==> config.mk <==
export PLATFORM = sky130hd
export DESIGN_NAME = alu_operand_regfile
export DESIGN_NICKNAME = d
export VERILOG_FILES = /design/src/rtl/cpu_pkg.sv /design/src/rtl/alu_operand_regfile.sv
export SDC_FILE = /design/constraint.sdc
export NUM_CORES = 1
export LEC_CHECK = 0
export ABC_AREA = 0
export CORE_ASPECT_RATIO = 0.6
export CORE_MARGIN = 1
export CORE_UTILIZATION = 36
export CTS_BUF_LIST = sky130_fd_sc_hd__clkbuf_16
export CTS_CLUSTER_DIAMETER = 200
export DETAILED_ROUTE_END_ITERATION = 12
export GPL_TIMING_DRIVEN = 0
export SYNTH_ARGS = -nofsm -noshare
export SYNTH_HDL_FRONTEND = slang
export SYNTH_SLANG_ARGS = --single-unit
==> constraint.sdc <==
create_clock -name clk -period 2.5 [get_ports clk]
set_input_delay 0.5 -clock clk [delete_from_list [all_inputs] [get_ports clk]]
set_output_delay 0.5 -clock clk [all_outputs]
set_load 0.05 [all_outputs]
==> src/rtl/cpu_pkg.sv <==
// Shared CPU definitions: datapath widths, the hardwired-zero register index
// and the ALU operation select encodings used by the decode stage.
package cpu_pkg;

   localparam int DATA_W   = 32;
   localparam int ADDR_W   = 4;
   localparam int ZERO_REG = 0;

   typedef enum logic [1:0] {
      ADD = 2'b00,
      AND = 2'b01,
      OR  = 2'b10,
      SUB = 2'b11
   } alu_sel_e;

endpackage

==> src/rtl/alu_operand_regfile.sv <==
// Operand register file in front of the ALU: two registered read ports with
// write-first bypass, one writeback port, and the captured ALU carry flag.
module alu_operand_regfile
   import cpu_pkg::*;
#(
   parameter int DATA_W = cpu_pkg::DATA_W,
   parameter int ADDR_W = cpu_pkg::ADDR_W
) (
   input  logic              clk,
   input  logic              reset,
   input  logic              stall,
   input  logic [ADDR_W-1:0] rs_a,
   input  logic [ADDR_W-1:0] rs_b,
   input  logic              we,
   input  logic [ADDR_W-1:0] rd,
   input  logic [DATA_W-1:0] wdata,
   input  logic              cf_we,
   input  logic              cf_in,
   output logic [DATA_W-1:0] op_a,
   output logic [DATA_W-1:0] op_b,
   output logic              carry_flag
);

   localparam int NUM_REGS = 2 ** ADDR_W;

   logic [DATA_W-1:0] regs [NUM_REGS];
   logic              wr_en;

   assign wr_en = we && (rd != ADDR_W'(ZERO_REG));

   // Value a register holds after this edge, so dependent ops need no bubble.
   function automatic logic [DATA_W-1:0] read_port(input logic [ADDR_W-1:0] idx);
      if (idx == ADDR_W'(ZERO_REG)) begin
         return '0;
      end else if (we && (rd == idx)) begin
         return wdata;
      end else begin
         return regs[idx];
      end
   endfunction

   always_ff @(posedge clk) begin
      if (reset) begin
         for (int i = 0; i < NUM_REGS; i++) begin
            regs[i] <= '0;
         end
         op_a       <= '0;
         op_b       <= '0;
         carry_flag <= 1'b0;
      end else begin
         if (wr_en) begin
            regs[rd] <= wdata;
         end
         if (!stall) begin
            op_a <= read_port(rs_a);
            op_b <= read_port(rs_b);
         end
         if (cf_we) begin
            carry_flag <= cf_in;
         end
      end
   end

endmodule

Word-level counts from Yosys, hierarchy flattened
Memory sizes are Yosys's and may differ from the RTL's.
Cells that the tools add are included.
W data, S select, Z words.
{ "op_classes": {"n_eq_ne": 2, "mux": 12, "reduce_logical": 7} }
{ "op_table": {"columns": ["cell", "count"], "rows": [
  ["$mux W32", 5],
  ["$reduce_or A32 Y1", 1],
  ["$eq A4 B4 Y1", 2],
  ["$logic_not A4 Y1", 2],
  ["$mux W1", 6],
  ["$mux W4", 1],
  ["$reduce_bool A4 Y1", 1],
  ["$logic_and A1 B1 Y1", 3]
]} }
{ "word_totals": {"mem_bits_rw": 512, "in_bits": 50, "elab_cells": 25, "n_memories": 1, "regBits": 65} }
{ "memory_table": {"columns": ["name", "words", "width", "rd", "rd_ports_with_merged_regs", "wr", "line", "rtl"], "rows": [
  ["regs", 16, 32, 2, 0, 16, "alu_operand_regfile.sv:26", "logic [DATA_W-1:0] regs [NUM_REGS];"]
]} }

Depth between registers and ports, before layout
{ "depth": {"ltp_word": 7, "mapped_depth": 8, "mapped_depth_nobuf": 5} }

Worst setup path after synthesis
OpenSTA, ideal clock, no wires.
{ "synth_path": {"path_kind": "input -> register", "startpoint": "input port reset", "endpoint": "memory regs[0][0] (enable)", "t_arrival_ps": 1688, "path_slack_ps": 412, "stages": 2, "path_cell_list": "clkbuf_1 > clkbuf_1"} }
{ "synth_lines": {"columns": ["element", "line", "rtl"], "rows": [
  ["start: declaration", "alu_operand_regfile.sv:10", "input logic reset,"],
  ["end: declaration", "alu_operand_regfile.sv:26", null]
]} }

==> impl_summary.log <==
INFO  metric final_common_cell = sky130_fd_sc_hd__edfxtp_1
INFO  metric yosys.area_share.simple = 0.145
INFO  metric finalSetupViolations = around 250
INFO  metric timing.rr.start = regs[15][10]
INFO  metric worst-slew-pin-transition = around 1.3 ns
INFO  metric clock_sinks = 577
INFO  metric layout.nets = between 2k and 3k
INFO  metric dp_hpwl = approximately 75,000 um
INFO  metric worstPathCellList = clkdlybuf4s50_1 -> nor2b_1 -> nand3b_1 -> nor2_4 -> clkbuf_1 -> and2_1
INFO  metric cp.required = 3.01 ns
INFO  metric grt_pass1_vias = 20.4k
INFO  metric drv_cap = 0
INFO  metric globalRouteTotalUtil = 0.253
INFO  metric outcome = finished with violations
INFO  metric cts_htree_levels = 2
INFO  metric relSlewSlack = 0.143
INFO  metric die_span_in_y = 224 um
INFO  metric cp-startpoint = we
INFO  metric design_power_total = roughly 0.024 W
INFO  metric violations = setup timing
INFO  metric clkLatencyLatePin = 0.65 ns
INFO  metric layout.cell_area.non_filler = 34,300 um^2
INFO  metric grt_start_max_net_pins = 33
INFO  metric yosys.area_share.xor_xnor = 0.00238
INFO  metric syn-cell-area = ~30,000 um^2
INFO  metric cts_tree = yes
INFO  metric final_min_period_over_clock_period = 1.04
INFO  metric synth.area.mux_share = 0.187
INFO  metric fp-row-count = 80
INFO  metric die_width = around 370 um
INFO  metric synth.yosys.seq_area_share = 0.566
INFO  metric final.setup_skew = 0.0250 ns
INFO  metric synth-adder-area-share = 0
INFO  metric reg2reg_to = op_a[10]
INFO  metric post-route-min-period = roughly 2.6 ns
INFO  metric timing.reg2reg.setup_slack = around 0.42 ns
INFO  metric power_density = about 690 nW/um^2
INFO  metric ratio_of_cells_with_drive_above_1_in_the_final_layout = 0.156
INFO  metric leakage = between 10 and 15 nW
INFO  metric worst_r2r_path_depth = 4
INFO  metric cts_hold_buffers_added = 0
INFO  metric layout.cells.most_common_list = 512 x sky130_fd_sc_hd__edfxtp_1, 480 x sky130_fd_sc_hd__and2_1, 252 x sky130_fd_sc_hd__mux2i_1, 132 x sky130_fd_sc_hd__mux4_2, 131 x sky130_fd_sc_hd__nand2_1
INFO  metric largest_family_of_logic_cells_by_synthesized_area = multiplexers
INFO  metric dr_total_vias = between 20k and 25k
INFO  metric worstPathArrival = just over 3 ns
INFO  metric detail_route.vias_per_cell = about 6.0
INFO  metric worst_setup_path_end_kind = flop
INFO  metric postLayoutSetupSlackWorst = -0.0979 ns
INFO  metric gp_congestion = between 0.9 and 1
INFO  metric synthDistinctLibCells = 34
INFO  metric synth_compound_area_frac = 0.0640
INFO  metric synth_edf_count = a little over 500
INFO  metric crit_path_start_kind = input port
INFO  metric achievable-frequency = a little under 0.4 GHz
INFO  metric detail_route.drc_violations = 0
INFO  metric gr-total-overflow = 0
INFO  metric synthFlopType = sky130_fd_sc_hd__edfxtp_1
INFO  metric number_of_iterations_in_the_first_detailed_routing_pass = 8
INFO  metric numCtsBuffers = between 50 and 60
INFO  metric path_clk_slew = ~0.060 ns
INFO  metric synth-async-reset-ratio = 0
INFO  metric cpLargestDelayFamily = simple AND/OR/NAND/NOR gates
INFO  metric crit_buf_inv = 2
INFO  metric synth.ff_latch_count = just under 600
INFO  metric setup_repair_after_global_routing_missed_its_margin = yes
INFO  metric wl_per_cell = between 30 and 40 um
INFO  metric critPathMaxStageDelay = about 0.72 ns
INFO  metric synth_warnings = 0
INFO  metric timing.final.max_slew_violations = 0
INFO  metric syn_inst = approximately 2.2k
INFO  metric standard_cell_core_area = about 80,000 um^2
INFO  metric design.die.area = 83,000 um^2
INFO  metric clockBufferDepth = 3
INFO  metric pin_count = between 100 and 150
INFO  metric portBuffers = roughly 110
INFO  metric antenna_found_initial = 12
INFO  metric critical_path_cell_count = 6
INFO  metric route.final.wire_length = 108,000 um
INFO  metric min_path_type = reg -> reg
INFO  metric detail_route.iter0.violations = 3,152
INFO  metric critical_path.endpoint = regs[14][2]
INFO  metric place_area = between 30,000 and 40,000 um^2
INFO  metric synth_area_per_cell = ~13 um^2
INFO  metric count_of_endpoints_failing_hold_in_the_final_timing_report = 0
INFO  metric root_buffer = sky130_fd_sc_hd__clkbuf_16
INFO  metric crit_path_top_delay_cell = sky130_fd_sc_hd__clkdlybuf4s50_1
INFO  metric grt_first_pass_wirelength = around 150,000 um
INFO  metric drtAntennaViolNets = 0
INFO  metric vdd.ir_drop.worst = between 600 and 700 uV
INFO  metric areaGrowthSynthToFinish = 16.4%
INFO  metric cp_max_fo = 10
INFO  metric initial_utilization = 0.367
INFO  metric timing.setup.critical_path_class = in -> reg
INFO  metric timing.hold.worst_path_depth = 2
-- how the worst min path moves through the flow --
| stage | start | to | slack (ns) |
|---|---|---|---|
| floorplan | cf_in | carry_flag | 0.65 |
| global placement | op_a[2] | op_a[2] | 0.44 |
| detailed placement | op_b[5] | op_b[5] | 0.45 |
| CTS | op_b[5] | op_b[5] | 0.45 |
| global route | op_a[26] | op_a[26] | 0.47 |
| finish | op_a[15] | op_a[15] | 0.45 |
-- worst register-to-register path, cell delays in order (launching register included) --
cell                       delay [ns]
sky130_fd_sc_hd__edfxtp_1        0.39
sky130_fd_sc_hd__mux4_2          0.47
sky130_fd_sc_hd__a211oi_1        0.72
sky130_fd_sc_hd__and3_1          0.30
sky130_fd_sc_hd__o21ai_1         0.09
-- state kept, by name, indices dropped and copies added (netlist names) --
name and count:
regs 512, op_a 32, op_b 32, carry_flag 1
-- logic make-up (layout without fill, tap and decap cells) --
logic type,count (synthesis),in the layout
xor+xnor,8,8
compound gates,313,313
flops,577,577
simple gates,738,752
mux,384,384
other cells,1,37
buf+inv,214,434
-- area by class of cell --
class,instances,area (um^2)
flip-flops and latches,577,16700
fillers,7295,45900
plain buffers,213,1110
diodes,5,12.5
multi-input cells,1489,12200
clock buffers,60,1500
well taps,1066,1330
repair buffers,110,1100
clock inverters,51,393
-- Yosys cell counts, types with 3 or more instances --
library cell	instances	area share
sky130_fd_sc_hd__mux2i_1	252	0.086
sky130_fd_sc_hd__or2_2	15	0.0032
sky130_fd_sc_hd__o21ai_1	70	0.012
sky130_fd_sc_hd__clkbuf_1	119	0.015
sky130_fd_sc_hd__buf_6	19	0.0073
sky130_fd_sc_hd__nor3_1	6	0.0010
sky130_fd_sc_hd__and2_1	480	0.10
sky130_fd_sc_hd__and3_1	62	0.013
sky130_fd_sc_hd__buf_4	11	0.0028
sky130_fd_sc_hd__buf_1	4	0.00051
sky130_fd_sc_hd__edfxtp_1	512	0.52
sky130_fd_sc_hd__nor2_1	16	0.0020
sky130_fd_sc_hd__o22ai_1	124	0.026
sky130_fd_sc_hd__nor2b_1	5	0.0011
sky130_fd_sc_hd__buf_2	61	0.010
sky130_fd_sc_hd__or3b_1	4	0.0012
sky130_fd_sc_hd__dfxtp_1	65	0.044
sky130_fd_sc_hd__nand2b_1	3	0.00064
sky130_fd_sc_hd__o21ai_0	54	0.0092
sky130_fd_sc_hd__xor2_1	6	0.0018
sky130_fd_sc_hd__nand3_1	4	0.00068
sky130_fd_sc_hd__mux4_2	132	0.10
sky130_fd_sc_hd__a211oi_1	62	0.016
sky130_fd_sc_hd__nand3b_1	3	0.00076
sky130_fd_sc_hd__or3_1	3	0.00064
sky130_fd_sc_hd__nand2_1	131	0.017
-- power by group --
part,total (W),internal [W],switching [W]
sequential,0.0114,0.0111,0.000321
clock,0.00890,0.00495,0.00395
combinational,0.00331,0.00119,0.00212
total,0.0236,0.0172,0.00639
-- layer usage --
metal | vias up | global-route usage | wire [um]
li1 | 8789 | - | -
met1 | 10896 | 0.383 | 45500
met2 | 1446 | 0.357 | 45200
met3 | 165 | 0.0709 | 15000
met4 | 2 | 0.0540 | 2200
met5 | - | 0 | 13
-- repair_timing --
item,4_1_cts,5_1_grt
gates resized for setup,57,61
endpoints found under the hold margin,0,0
cloned,8,6
setup buffers,0,4
pin swaps,6,5
endpoints found under the setup margin,721,585
-- through the flow --
step,TNS (ns),instances,util,hold slack (ns),setup slack (ns)
after global placement,-919.52,3437,0.399,0.443,-1.48
final,-9.59,3571,0.428,0.454,-0.0979
after global routing,-7.07,3569,0.428,0.475,-0.118
after detailed placement,-924.04,3438,0.399,0.446,-1.52
after CTS,-4.94,3556,0.425,0.453,-0.189
after floorplan,0,2266,-,0.647,0.412
Note: power is estimated with default switching activity, not from simulation.
